<file path="src/rtl/reg_timeout_cut.sv">
// Single-entry register-bus cut with a hung-target guard: the request path is registered,
// and if the target stalls for Timeout cycles the block answers upstream itself with error=1.
package reg_timeout_cut_pkg;
   typedef struct packed {
      logic [31:0] addr;
      logic        write;
      logic [31:0] wdata;
      logic [3:0]  wstrb;
      logic        valid;
   } reg_req_t;

   typedef struct packed {
      logic [31:0] rdata;
      logic        error;
      logic        ready;
   } reg_rsp_t;
endpackage

module reg_timeout_cut #(
   parameter int unsigned AW       = 32,
   parameter int unsigned DW       = 32,
   parameter type         req_t    = reg_timeout_cut_pkg::reg_req_t,
   parameter type         rsp_t    = reg_timeout_cut_pkg::reg_rsp_t,
   parameter int unsigned Timeout  = 32,
   parameter logic [31:0] ErrRData = 32'hBADCAB1E
) (
   input  logic clk_i,
   input  logic rst_ni,
   input  req_t in_req_i,
   output rsp_t in_rsp_o,
   output req_t out_req_o,
   input  rsp_t out_rsp_i,
   output logic timeout_o
);

   localparam int unsigned     CW      = (Timeout == 0) ? 1 : $clog2(Timeout + 1);
   localparam logic [CW-1:0]   TmoLast = (Timeout == 0) ? '0 : CW'(Timeout - 1);
   localparam logic [DW-1:0]   ErrData = DW'(ErrRData);

   typedef enum logic [1:0] {IDLE, ISSUE, RESP} state_e;

   state_e          state_q;
   logic [CW-1:0]   cnt_q;
   logic [AW-1:0]   addr_q;
   logic            write_q;
   logic [DW-1:0]   wdata_q;
   logic [DW/8-1:0] wstrb_q;
   logic [DW-1:0]   rdata_q;
   logic            error_q;
   logic            tmo_hit;

   // A target ready in the final window cycle beats the abort.
   assign tmo_hit   = (Timeout != 0) && (state_q == ISSUE) && (cnt_q == TmoLast) && !out_rsp_i.ready;
   assign timeout_o = tmo_hit && rst_ni;

   always_ff @(posedge clk_i) begin
      if (!rst_ni) begin
         state_q <= IDLE;
         cnt_q   <= '0;
         addr_q  <= '0;
         write_q <= 1'b0;
         wdata_q <= '0;
         wstrb_q <= '0;
         rdata_q <= '0;
         error_q <= 1'b0;
      end else begin
         case (state_q)
            IDLE: begin
               if (in_req_i.valid) begin
                  addr_q  <= in_req_i.addr;
                  write_q <= in_req_i.write;
                  wdata_q <= in_req_i.wdata;
                  wstrb_q <= in_req_i.wstrb;
                  cnt_q   <= '0;
                  state_q <= ISSUE;
               end
            end
            ISSUE: begin
               if (out_rsp_i.ready) begin
                  rdata_q <= out_rsp_i.rdata;
                  error_q <= out_rsp_i.error;
                  state_q <= RESP;
               end else if (tmo_hit) begin
                  rdata_q <= ErrData;
                  error_q <= 1'b1;
                  state_q <= RESP;
               end else if (Timeout != 0) begin
                  cnt_q <= cnt_q + 1'b1;
               end
            end
            RESP:    state_q <= IDLE;
            default: state_q <= IDLE;
         endcase
      end
   end

   always_comb begin
      out_req_o       = '0;
      out_req_o.addr  = addr_q;
      out_req_o.write = write_q;
      out_req_o.wdata = wdata_q;
      out_req_o.wstrb = wstrb_q;
      out_req_o.valid = (state_q == ISSUE);

      in_rsp_o        = '0;
      in_rsp_o.rdata  = rdata_q;
      in_rsp_o.error  = error_q;
      in_rsp_o.ready  = (state_q == RESP);
   end

`ifndef SYNTHESIS
   a_req_stable : assert property (@(posedge clk_i) disable iff (!rst_ni)
      (in_req_i.valid && !in_rsp_o.ready) |=>
         $stable({in_req_i.addr, in_req_i.write, in_req_i.wdata, in_req_i.wstrb}));

   a_tmo_in_issue : assert property (@(posedge clk_i) timeout_o |-> (state_q == ISSUE));
`endif

endmodule

</file>
<file path="config.mk">
export PLATFORM = sky130hd
export DESIGN_NAME = reg_timeout_cut
export DESIGN_NICKNAME = d
export VERILOG_FILES = /design/src/rtl/reg_timeout_cut.sv
export SDC_FILE = /design/constraint.sdc
export NUM_CORES = 1
export LEC_CHECK = 0
export CAP_MARGIN = 0
export CORE_AREA = 3 3 105 107
export CTS_BUF_LIST = sky130_fd_sc_hd__clkbuf_2
export CTS_CLUSTER_SIZE = 30
export DETAILED_ROUTE_END_ITERATION = 7
export DIE_AREA = 0 0 108 110
export GPL_ROUTABILITY_DRIVEN = 0
export PLACE_DENSITY = 0.92
export SLEW_MARGIN = 30
export SYNTH_ARGS = -nofsm -noshare
export SYNTH_HDL_FRONTEND = slang
export SYNTH_SLANG_ARGS = --single-unit
</file>
<file path="constraint.sdc">
create_clock -name clk_i -period 2 [get_ports clk_i]
set_input_delay 0.2 -clock clk_i [delete_from_list [all_inputs] [get_ports clk_i]]
set_output_delay 0.2 -clock clk_i [all_outputs]
set_load 0.02 [all_outputs]
</file>
Word-level counts from Yosys, hierarchy flattened. Cells that the tools add are included.

Add/subtract/negate cells: 1. Equality and inequality tests: 7. Muxes and demuxes: 12. Reductions and logical operators: 11.

Operators with widths (number): 32-bit 2-to-1 mux (2); 6-bit 2-to-1 mux (3); 6-bit one-hot mux with 2 select lines (1); 6-bit by 1-bit adder with 6-bit output, second input constant (1); 6-bit by 5-bit equality test with 1-bit output, second input constant (1); 2-bit 2-to-1 mux (3); 2-bit inequality test, second input constant (3); 2-bit AND reduction (3); 2-bit one-hot mux with 2 select lines (1); 4-bit AND reduction (1); 2-bit nonzero test (2); 1-bit logical AND (3); 3-bit by 1-bit inequality test with 1-bit output, second input constant (1); 2-bit by 1-bit equality test with 1-bit output, second input constant (1); 2-bit equality test, second input constant (1); 2-bit logical NOT (1); 1-bit 2-to-1 mux (2); 1-bit logical NOT (1).

Flip-flop bits (word level): 110. Bits of input ports: 106. Output and inout bits: 105. Logic and storage cells: 39.

Logic depth before layout (Yosys ltp). Gate-level depths: netlist of run 1.

Depth after elaboration: 6. Gate-level depth with buffers: 7. Mapped depth without buffers: 4.

Worst setup path before layout of run 1. Ideal clock, no wire load.

Kind: flip-flop to flip-flop. Start: reg cnt_q[0]. End: reg rdata_q[10]. Setup time: 134 ps. Arrival time: 1280 ps. Required time: 1866 ps. Path slack: 587 ps. Stages on the path, launching flop included: 6. Path buffers: 1. Period minus slack after synthesis: 1413 ps. Cells stage by stage: dfxtp_1 -> ha_1 -> nand4bb_1 -> o21ai_2 -> clkbuf_1 -> o22ai_1.

Cells in the longest elaborated chain, start to end: 5.

Ends and longest elaborated chain: start, declared (line 43) `logic [CW-1:0] cnt_q;`; start signal, assigned (line 88) `cnt_q <= cnt_q + 1'b1;`; 6-bit by 5-bit equality test with 1-bit output (line 53) `assign tmo_hit = (Timeout != 0) && (state_q == ISSUE) && (cnt_q == TmoLast) && !out_rsp_i.ready;`; 1-bit logical AND (2 in a row) (line 53); 2-bit nonzero test (no source line); 2-bit AND reduction (no source line); end signal, assigned (line 80) `rdata_q <= out_rsp_i.rdata;`; end signal, assigned (line 84) `rdata_q <= ErrData;`; end, declared (line 48) `logic [DW-1:0] rdata_q;`.

No other way between the ends. A chain may end at the register's enable or synchronous reset.

Worst setup path after layout of run 1.
Start: reg cnt_q[0]. End: out timeout_o.

Cells in the longest elaborated chain, start to end: 4.

Ends and longest elaborated chain: 6-bit by 5-bit equality test with 1-bit output (line 53); 1-bit logical AND (2 in a row) (line 53); 1-bit logical AND (line 54) `assign timeout_o = tmo_hit && rst_ni;`; end, declared (line 33) `output logic timeout_o`.

No other way between the ends.

==> results of run 1 <==
## power by group
part           internal, mW  switching (mW)
combinational         0.510           0.442
sequential             2.32          0.0704
clock                 0.280           0.691
## critical path, delay by kind of cell, from the launching register on
kind	cells	cell delay, ns
flops	1	0.43
buf+inv	1	0.14
fa+ha+maj	1	0.17
simple gates	2	0.39
## final timing paths
path                            startpoint  slack, ns                        to  cells past startpoint
setup / recovery     cnt_q[0]$_SDFFE_PN0P_       0.13                 timeout_o                      4
hold / removal                in_req_i[58]       0.17   addr_q[20]$_SDFFE_PN0P_                      3
setup reg to reg   state_q[1]$_SDFFE_PN0P_       0.49   wdata_q[4]$_SDFFE_PN0P_                      4
hold reg to reg   wdata_q[18]$_SDFFE_PN0P_       0.47  wdata_q[18]$_SDFFE_PN0P_                      2
## state kept, by name, summed over array words and instances (netlist names)
register and count:
addr_q 32, cnt_q 6, error_q 1, rdata_q 32, state_q 2, wdata_q 32, write_q 1, wstrb_q 4
## final cells by class
type | instances | area [um^2] | share of cell area (%)
sequential | 110 | 2220 | 34.1
tap | 136 | 170 | 2.62
clock inverter | 7 | 65.1 | 1.00
clock buffer | 9 | 45.0 | 0.694
multi-input combinational | 307 | 1800 | 27.7
timing repair buffer | 218 | 2190 | 33.8
inverter | 1 | 3.75 | 0.0578
## cells by family after synthesis
family / count (synthesis)
AO/OA/AOI/OAI: 109
multiplexers: 5
adder cells (fa/ha/maj): 1
flip-flops: 110
buffers and inverters: 40
AND/OR/NAND/NOR: 192
## layer usage
metal | global-route usage [%] | wire [um] | vias to the layer above
li1 | - | - | 1918
met2 | 32.6 | 5650 | 146
met5 | 0 | 0 | -
met4 | 5.14 | 120 | 0
met1 | 21.0 | 4490 | 1805
met3 | 7.69 | 1180 | 11
## through the flow
step	area, um^2	hold slack (ns)	cells
2_1_floorplan	4170	0.335	457
3_3_place_gp	6320	0.442	770
3_5_place_dp	6320	0.446	770
4_1_cts	6470	0.0808	787
5_1_grt	6490	0.0655	788
6_report	6490	0.166	788
## cells in the mapped netlist
cell type / count / share of area, %
nand2b_1: 1 / 0.15
buf_2: 15 / 1.8
buf_4: 3 / 0.54
and4_1: 2 / 0.42
o21a_1: 1 / 0.18
a21boi_1: 20 / 3.6
mux2i_1: 5 / 1.2
nand3b_1: 2 / 0.36
o22ai_1: 13 / 2.0
buf_6: 3 / 0.81
nor3b_2: 1 / 0.30
nand2_1: 167 / 15
and3_1: 1 / 0.15
buf_1: 2 / 0.18
nor3b_1: 1 / 0.18
dfxtp_1: 110 / 53
o221a_2: 20 / 5.4
a311oi_1: 1 / 0.21
o21ai_2: 1 / 0.21
ha_1: 1 / 0.30
o211a_1: 1 / 0.24
clkbuf_1: 16 / 1.4
nand3_1: 8 / 0.96
nor2b_1: 3 / 0.45
a2111oi_4: 1 / 0.66
a41oi_1: 1 / 0.21
nor2_1: 1 / 0.090
or3b_1: 1 / 0.21
inv_1: 1 / 0.090
and2_1: 1 / 0.15
or3b_4: 1 / 0.27
nand4bb_1: 1 / 0.27
nor3_1: 1 / 0.12
a21boi_0: 49 / 8.8
a21oi_1: 1 / 0.12
## repair_timing
| item | in CTS | in global routing |
|---|---|---|
| hold buffers | 1 | 0 |
| resized for setup | 13 | 3 |
| pin swaps | 0 | 1 |
| endpoints found under the hold margin | 4 | 0 |
| setup endpoints to repair | 3 | 1 |
| setup buffers | 0 | 1 |
==> summary.txt, run 1 <==
Floorplan
  • Die area: 11900 um^2
  • Standard-cell rows: 37
  • Die W: 108 um
  • Starting Density: 40.7%
  • Top Ports: 211
  • Core area: 10200 um^2
  • Die height: 110 um

Route
  • Final WL: 11.4 mm
  • Vias: 3880
  • Post-route DRC: 0
  • Drt first pass iters: 4
  • Detailed router's first-iteration violation count: 128
  • Wire per inst: 14.5 um
  • Vias per cell: 4.92
  • Routed Antenna Nets: 0

Worst setup path
  • Critical setup path kind: reg2out
  • CP max FO: 6
  • Worst path arrival time: 1.67 ns
  • CP required: 1.80 ns
  • Crit. End Element: output pin
  • Worst-path cell chain: ha_4 > nor2b_4 > and4_1 > buf_4
  • Startpoint Class: flip-flop
  • Slowest stage cell, crit path: dfxtp_4
  • Slowest stage delay, CP: 0.43 ns

Timing
  • Achievable frequency: 534 MHz
  • Max Clock Skew: 0.0235 ns
  • Endpoints failing setup: 0
  • Slew Limit Fails: 0
  • Final min period: 1.87 ns
  • Setup_tns: 0 ns
  • Slew @ Worst Pin: 0.426 ns
  • Max-Slew Margin vs Limit: 71.6%
  • Post-route clock period utilization: 93.7%
  • Final worst setup slack: 0.126 ns
  • Hold Fails Final Rpt: 0

Final layout
  • Ant diodes: 0
  • Fillers: 796
  • Commonest non-fill, non-tap cell in the layout: clkdlybuf4s50_1
  • Synth-to-layout area growth: 55.9%
  • Commonest non-fill, non-tap cells in the layout: clkdlybuf4s50_1, nand2_1, dfxtp_1
  • Final core utilization: 63.5%
  • Fin nets: 754
  • Fraction of layout cells with a size suffix above 1: 8.59%

Placement
  • Post-DP HPWL: 8.25 mm
  • DP Worst Slack: 0.260 ns
  • IO Port Bufs: 210

Power
  • Pwr dens: 665 nW/um^2
  • VDD IR max: 0.000380 V
  • Lkg Pwr: 2.38 nW
  • Total Power: 4.32 mW

Synth
  • Post-Synth Simple-Gate Area: 19.1%
  • Register area share after synthesis: 52.9%
  • Post-synthesis compound-gate area fraction: 21.6%
  • Yosys cell types: 35
  • Synth Cell Area: 4170 um^2
  • Mapped Nets: 564
  • XOR/XNOR Fraction of Synth Area: 0%
  • Synthesis-stage register bit count: 110
  • Mux contribution to synthesized area: 1.20%
  • Post-Synth Adder-Cell Area: 0.300%
  • Mapped Avg Cell Area: 9.11 um^2
  • Largest family of logic cells by synthesized area: compound AO/OA/AOI/OAI gates
  • Syn Inst Count: 457
  • Yosys warning total: 0

Global route
  • GRT Util Overall: 18.6%
  • Initial antenna violation count: 0
  • First-pass GRT wire length: 17.9 mm
  • Vias in the first global route: 3802
  • GR Overflow Total: 0
  • Largest net degree at the start of global routing: 79

CTS
  • # clock sinks: 110
  • CTS max path bufs: 2
  • Clock-pin slew on the worst setup and hold paths: 0.27 ns
  • Num CTS Buffers: 9
  • CTS Root Cell: clkbuf_2
  • Clock tree from TritonCTS: yes
  • Worst skew pair latency: 0.53 ns
  • H-tree level count: 3

Flow run
  • MaxCap Viol Count: 0

Status
  • Outcome: complete, no violations

Hold path
  • Min-delay worst type: in2reg
Power figures use the tool's default switching activity.
==> run 2, diff against run 1 <==
--- a/config.mk
+++ b/config.mk
@@ -5,7 +5,6 @@
 export SDC_FILE = /design/constraint.sdc
 export NUM_CORES = 1
 export LEC_CHECK = 0
-export CAP_MARGIN = 0
 export CORE_AREA = 3 3 105 107
 export CTS_BUF_LIST = sky130_fd_sc_hd__clkbuf_2
 export CTS_CLUSTER_SIZE = 30
@@ -13,7 +12,7 @@
 export DIE_AREA = 0 0 108 110
 export GPL_ROUTABILITY_DRIVEN = 0
 export PLACE_DENSITY = 0.92
-export SLEW_MARGIN = 30
+export SLEW_MARGIN = 20
 export SYNTH_ARGS = -nofsm -noshare
 export SYNTH_HDL_FRONTEND = slang
 export SYNTH_SLANG_ARGS = --single-unit
==> constraint.sdc (replaced) <==
create_clock -name clk_i -period 2 [get_ports clk_i]
set_input_delay 0.2 -clock clk_i [delete_from_list [all_inputs] [get_ports clk_i]]
set_output_delay 0.2 -clock clk_i [all_outputs]
set_load 0.1 [all_outputs]
==> summary.txt, run 2 (same netlist as run 1, synthesis figures left out) <==
CTS
  • Num CTS Buffers: 9 (unchanged)
  • CTS Root Cell: clkbuf_2
  • Clock-pin slew on the worst setup and hold paths: 0.31 ns (+0.04 ns)
  • CTS max path bufs: 2 (unchanged)
  • # clock sinks: 110 (unchanged)
  • H-tree level count: 3 (unchanged)
  • Clock tree from TritonCTS: yes
  • Worst skew pair latency: 0.58 ns (+0.05 ns)

Worst setup path
  • CP Launch Point: cnt_q[1]$_SDFFE_PN0P_
  • Critical setup path kind: reg2out
  • CP max FO: 2 (-4)
  • R2r endpoint: error_q$_SDFFE_PN0P_
  • Flop-to-flop setup slack: 0.32 ns (-0.17 ns)
  • Worst path arrival time: 1.67 ns (about the same)
  • Startpoint Class: flip-flop
  • R2r startpoint: cnt_q[1]$_SDFFE_PN0P_
  • CP required: 1.80 ns (about the same)
  • Worst reg-to-reg path cell count: 6 (+2)
  • Crit. End Element: output pin

Route
  • Routed Antenna Nets: 0 (unchanged)
  • Final WL: 11.1 mm (-2.6%)
  • Vias: 3938 (+1.5%)
  • Vias per cell: 4.96 (+0.73%)
  • Wire per inst: 14.0 um (-3.4%)
  • Drt first pass iters: 4 (unchanged)
  • Post-route DRC: 0 (unchanged)
  • Detailed router's first-iteration violation count: 238 (+86%)

Floorplan
  • Starting Density: 40.7% (unchanged)
  • Die W: 108 um (unchanged)
  • Die area: 11900 um^2 (unchanged)
  • Top Ports: 211 (unchanged)
  • Die height: 110 um (unchanged)
  • Standard-cell rows: 37 (unchanged)
  • Core area: 10200 um^2 (unchanged)

Power
  • Lkg Pwr: 2.58 nW (+8.4%)
  • Pwr dens: 787 nW/um^2 (+18%)
  • VDD IR max: 0.000451 V (+19%)
  • Total Power: 4.95 mW (+15%)

Final layout
  • Fin nets: 760 (+0.80%)
  • Final core utilization: 61.4% (-2.0 points)
  • Commonest non-fill, non-tap cells in the layout: nand2_1, buf_4, clkdlybuf4s50_1
  • Design area: 6280 um^2 (-3.2%)
  • Biggest regs: addr_q x32, rdata_q x32, wdata_q x32
  • Synth-to-layout area growth: 50.9%
  • Commonest non-fill, non-tap cell in the layout: nand2_1
  • Fraction of layout cells with a size suffix above 1: 26.1% (+18 points)
  • Ant diodes: 0 (unchanged)

Status
  • Outcome: complete, no violations

Hold path
  • Worst hold path depth: 3 (unchanged)
  • WHS Endpoint: addr_q[20]$_SDFFE_PN0P_
  • Min-delay worst type: in2reg
  • Min-delay src: in_req_i[58]

Timing
  • Slew @ Worst Pin: 0.497 ns (+0.0715 ns)
  • Hold Fails Final Rpt: 0 (unchanged)
  • Max-Slew Margin vs Limit: 66.9% (-4.8 points)
  • Slew Limit Fails: 0 (unchanged)
  • Max Clock Skew: 0.0337 ns (+0.0102 ns)
  • Hold WS: 0.117 ns (-0.0487 ns)
  • Final min period: 1.87 ns (-0.00345 ns)
  • Post-route clock period utilization: 93.5% (-0.17 points)
  • Achievable frequency: 535 MHz (+0.18%)
  • Endpoints failing setup: 0 (unchanged)

Placement
  • Post-DP HPWL: 7.87 mm (-4.6%)
  • Post-DP Area: 6070 um^2 (-3.9%)
  • IO Port Bufs: 210 (unchanged)

Global route
  • Vias in the first global route: 3750 (-1.4%)
  • GRT Util Overall: 18.1% (-0.55 points)
  • First-pass GRT wire length: 17.3 mm (-3.4%)
  • Initial antenna violation count: 0 (unchanged)
  • GR Overflow Total: 0 (unchanged)
  • Largest net degree at the start of global routing: 79 (unchanged)

Flow run
  • MaxCap Viol Count: 0 (unchanged)
run 2: cell count changes in the layout (fill, tap and decap cells not counted), moves of 2 or more:
cell             before  now
clkinvlp_4            1    3
buf_4                 6  115
dfxtp_1             106  103
clkinv_2              3    0
clkdlybuf4s50_1     206  104
clkinv_4              1    3
dfxtp_2               0    5
dlygate4sd2_1         2    0
dfxtp_4               4    2
run 2: how the worst max path moves through the flow:
stage                              to  slack, ns  depth (start not counted)
after floorplan           in_rsp_o[0]       0.02                          1
after global routing        timeout_o     -0.003                          3
after detailed placement    timeout_o       0.21                          4
after global placement      timeout_o       0.26                          4
after CTS                   timeout_o       0.01                          4
final                       timeout_o       0.13                          4
run 2: through the flow:
step / cells / setup TNS, ns / worst slack, ns
detailed placement: 770 / 0 / 0.215
global route: 794 / -0.00265 / -0.00265
global placement: 770 / 0 / 0.263
CTS: 790 / 0 / 0.0131
floorplan: 457 / 0 / 0.0196
finish: 794 / 0 / 0.130
run 2: cell type report:
type	instances	area (um^2)
fillers	826	3950
flip-flops and latches	110	2220
repair buffers	224	1990
multi-input cells	307	1800
well taps	136	170
clock buffers	10	50.0
clock inverters	6	48.8
inverters	1	3.75
run 2: worst max-delay path, stage by stage, from the launching register on:
cell     delay [ns]
dfxtp_2        0.42
ha_4           0.14
nor2b_4        0.13
and4_4         0.24
buf_12         0.17
run 2: power by group:
group / internal, mW / total [mW] / switching, mW / leakage (nW)
combinational: 0.469 / 1.66 / 1.19 / 1.63
clock: 0.175 / 0.897 / 0.722 / 0.0543
sequential: 2.32 / 2.39 / 0.0705 / 0.904
run 2: timing repair:
item,4_1_cts,5_1_grt
endpoints found under the setup margin,1,1
pin swaps,1,1
gates resized for setup,13,4
buffers inserted,3,4
hold buffers,1,0
hold endpoints to repair,13,0
run 2: metal layers:
layer	track usage, %	vias up	wire length, um
met5	0	-	0
met4	6.58	0	178
met3	6.23	18	1040
met2	33.0	166	5520
met1	19.4	1822	4410
li1	-	1932	-
==> run 3, diff against run 2 <==
--- a/config.mk
+++ b/config.mk
@@ -5,12 +5,14 @@
 export SDC_FILE = /design/constraint.sdc
 export NUM_CORES = 1
 export LEC_CHECK = 0
+export ABC_CLOCK_PERIOD_IN_PS = 2000
 export CORE_AREA = 3 3 105 107
 export CTS_BUF_LIST = sky130_fd_sc_hd__clkbuf_2
 export CTS_CLUSTER_SIZE = 30
 export DETAILED_ROUTE_END_ITERATION = 7
 export DIE_AREA = 0 0 108 110
 export GPL_ROUTABILITY_DRIVEN = 0
+export MAX_ROUTING_LAYER = met4
 export PLACE_DENSITY = 0.92
 export SLEW_MARGIN = 20
 export SYNTH_ARGS = -nofsm -noshare
==> summary.txt, run 3 (same netlist as run 1, synthesis figures left out) <==
Status
  • Outcome: complete, no violations

CTS
  • CTS Root Cell: clkbuf_2
  • Num CTS Buffers: 9 (unchanged)
  • H-tree level count: 3 (unchanged)
  • CTS max path bufs: 2 (unchanged)
  • Clock-pin slew on the worst setup and hold paths: 0.31 ns (about the same)
  • Clock tree from TritonCTS: yes
  • # clock sinks: 110 (unchanged)
  • Worst skew pair latency: 0.58 ns (about the same)

Route
  • Top Metal Used: met4
  • Vias: 3915 (-0.58%)
  • Final WL: 11.1 mm (about the same)
  • Post-route DRC: 0 (unchanged)
  • DRT met1 WL: 4.43 mm (+0.45%)
  • Detailed router's first-iteration violation count: 239 (+0.42%)
  • Wire per inst: 14.0 um (about the same)
  • Vias per cell: 4.93 (-0.58%)
  • WL met2: 5.53 mm (+0.34%)
  • WL met3: 1.00 mm (-3.8%)
  • Drt first pass iters: 5 (+1)
  • Routed Antenna Nets: 0 (unchanged)

Final layout
  • Fraction of layout cells with a size suffix above 1: 26.1% (unchanged)
  • Ant diodes: 0 (unchanged)
  • Commonest non-fill, non-tap cell in the layout: nand2_1
  • Biggest regs: addr_q x32, rdata_q x32, wdata_q x32
  • Final core utilization: 61.4% (unchanged)
  • Commonest non-fill, non-tap cells in the layout: nand2_1, buf_4, clkdlybuf4s50_1
  • Fin nets: 760 (unchanged)
  • Fillers: 826 (unchanged)
  • Synth-to-layout area growth: 50.9% (unchanged)

Worst setup path
  • Critical setup path kind: reg2out
  • Startpoint Class: flip-flop
  • CP max FO: 6 (+4)
  • Worst path arrival time: 1.67 ns (about the same)
  • Crit. End Element: output pin
  • CP required: 1.80 ns (about the same)

Hold path
  • Min-delay worst type: in2reg

Timing
  • Hold Fails Final Rpt: 0 (unchanged)
  • Slew Limit Fails: 0 (unchanged)
  • Post-route clock period utilization: 93.4% (-0.13 points)
  • Final min period: 1.87 ns (-0.00265 ns)
  • Max Clock Skew: 0.0317 ns (-0.00194 ns)
  • Setup_tns: 0 ns (unchanged)
  • Slew @ Worst Pin: 0.498 ns (+0.000645 ns)
  • Endpoints failing setup: 0 (unchanged)
  • Max-Slew Margin vs Limit: 66.8% (about the same)
  • Achievable frequency: 535 MHz (+0.14%)

Global route
  • GRT Util Overall: 18.6% (+0.52 points)
  • First-pass GRT wire length: 17.3 mm (unchanged)
  • Initial antenna violation count: 0 (unchanged)
  • Vias in the first global route: 3750 (unchanged)
  • Largest net degree at the start of global routing: 79 (unchanged)
  • GR Overflow Total: 0 (unchanged)

Floorplan
  • Die W: 108 um (unchanged)
  • Core area: 10200 um^2 (unchanged)
  • Top Ports: 211 (unchanged)
  • Standard-cell rows: 37 (unchanged)
  • Starting Density: 40.7% (unchanged)
  • Die height: 110 um (unchanged)
  • Die area: 11900 um^2 (unchanged)

Power
  • Pwr dens: 787 nW/um^2 (about the same)
  • Lkg Pwr: 2.58 nW (unchanged)
  • VDD IR max: 0.000451 V (about the same)

Placement
  • IO Port Bufs: 210 (unchanged)
  • Post-DP HPWL: 7.87 mm (unchanged)

Flow run
  • MaxCap Viol Count: 0 (unchanged)
-- run 3: cell counts in the layout (fill, tap and decap cells not counted) --
No cell type changed its count.
-- run 3: where the power goes --
group          internal, mW  switching [mW]  total (mW)
sequential             2.32          0.0707        2.39
clock                 0.174           0.719       0.894
combinational         0.469            1.19        1.66
total                  2.97            1.98        4.94
-- run 3: through the flow --
| step | hold slack (ns) | power, mW | instances | instance area [um^2] | setup WS, ns |
|---|---|---|---|---|---|
| 6_report | 0.116 | 4.94 | 794 | 6280 | 0.132 |
| 5_1_grt | 0.0388 | 5.18 | 794 | 6280 | -0.00265 |
| 4_1_cts | 0.0464 | 5.01 | 790 | 6250 | 0.0131 |
| 3_5_place_dp | 0.450 | 4.09 | 770 | 6070 | 0.215 |
| 3_3_place_gp | 0.442 | 4.06 | 770 | 6070 | 0.263 |
| 2_1_floorplan | 0.335 | 3.61 | 457 | 4170 | 0.0196 |
-- run 3: worst max-delay path, stage by stage, from the launching register on --
cell	delay [ns]
dfxtp_4	0.44
and3_2	0.23
and4_4	0.24
buf_12	0.17
-- run 3: layout make-up --
cell class / instances / area [um^2] / area share, %
Clock buffer: 10 / 50.0 / 0.796
Tap cell: 136 / 170 / 2.71
Clock inverter: 6 / 48.8 / 0.776
Inverter: 1 / 3.75 / 0.0597
Multi-Input combinational cell: 307 / 1800 / 28.7
Sequential cell: 110 / 2220 / 35.3
Timing Repair Buffer: 224 / 1990 / 31.7
-- run 3: repair_timing --
action,CTS,global route
hold buffers,1,0
cloned,0,0
pin swaps,1,1
hold endpoints to repair,13,0
endpoints found under the setup margin,1,1
resized for setup,13,4
setup buffers,3,4
-- run 3: worst paths after layout --
kind	startpoint	to	slack [ns]	cells after the start
max	cnt_q[3]$_SDFFE_PN0P_	timeout_o	0.13	3
max reg2reg	cnt_q[1]$_SDFFE_PN0P_	rdata_q[25]$_SDFFE_PN0P_	0.33	6
min reg2reg	wdata_q[27]$_SDFFE_PN0P_	wdata_q[27]$_SDFFE_PN0P_	0.47	2
min	in_req_i[58]	addr_q[20]$_SDFFE_PN0P_	0.12	3
-- run 3: layer usage --
metal	track usage, %	up-vias
li1	-	1932
met2	33.0	164
met4	6.58	0
met1	20.1	1801
met3	5.18	18
met5	-	-
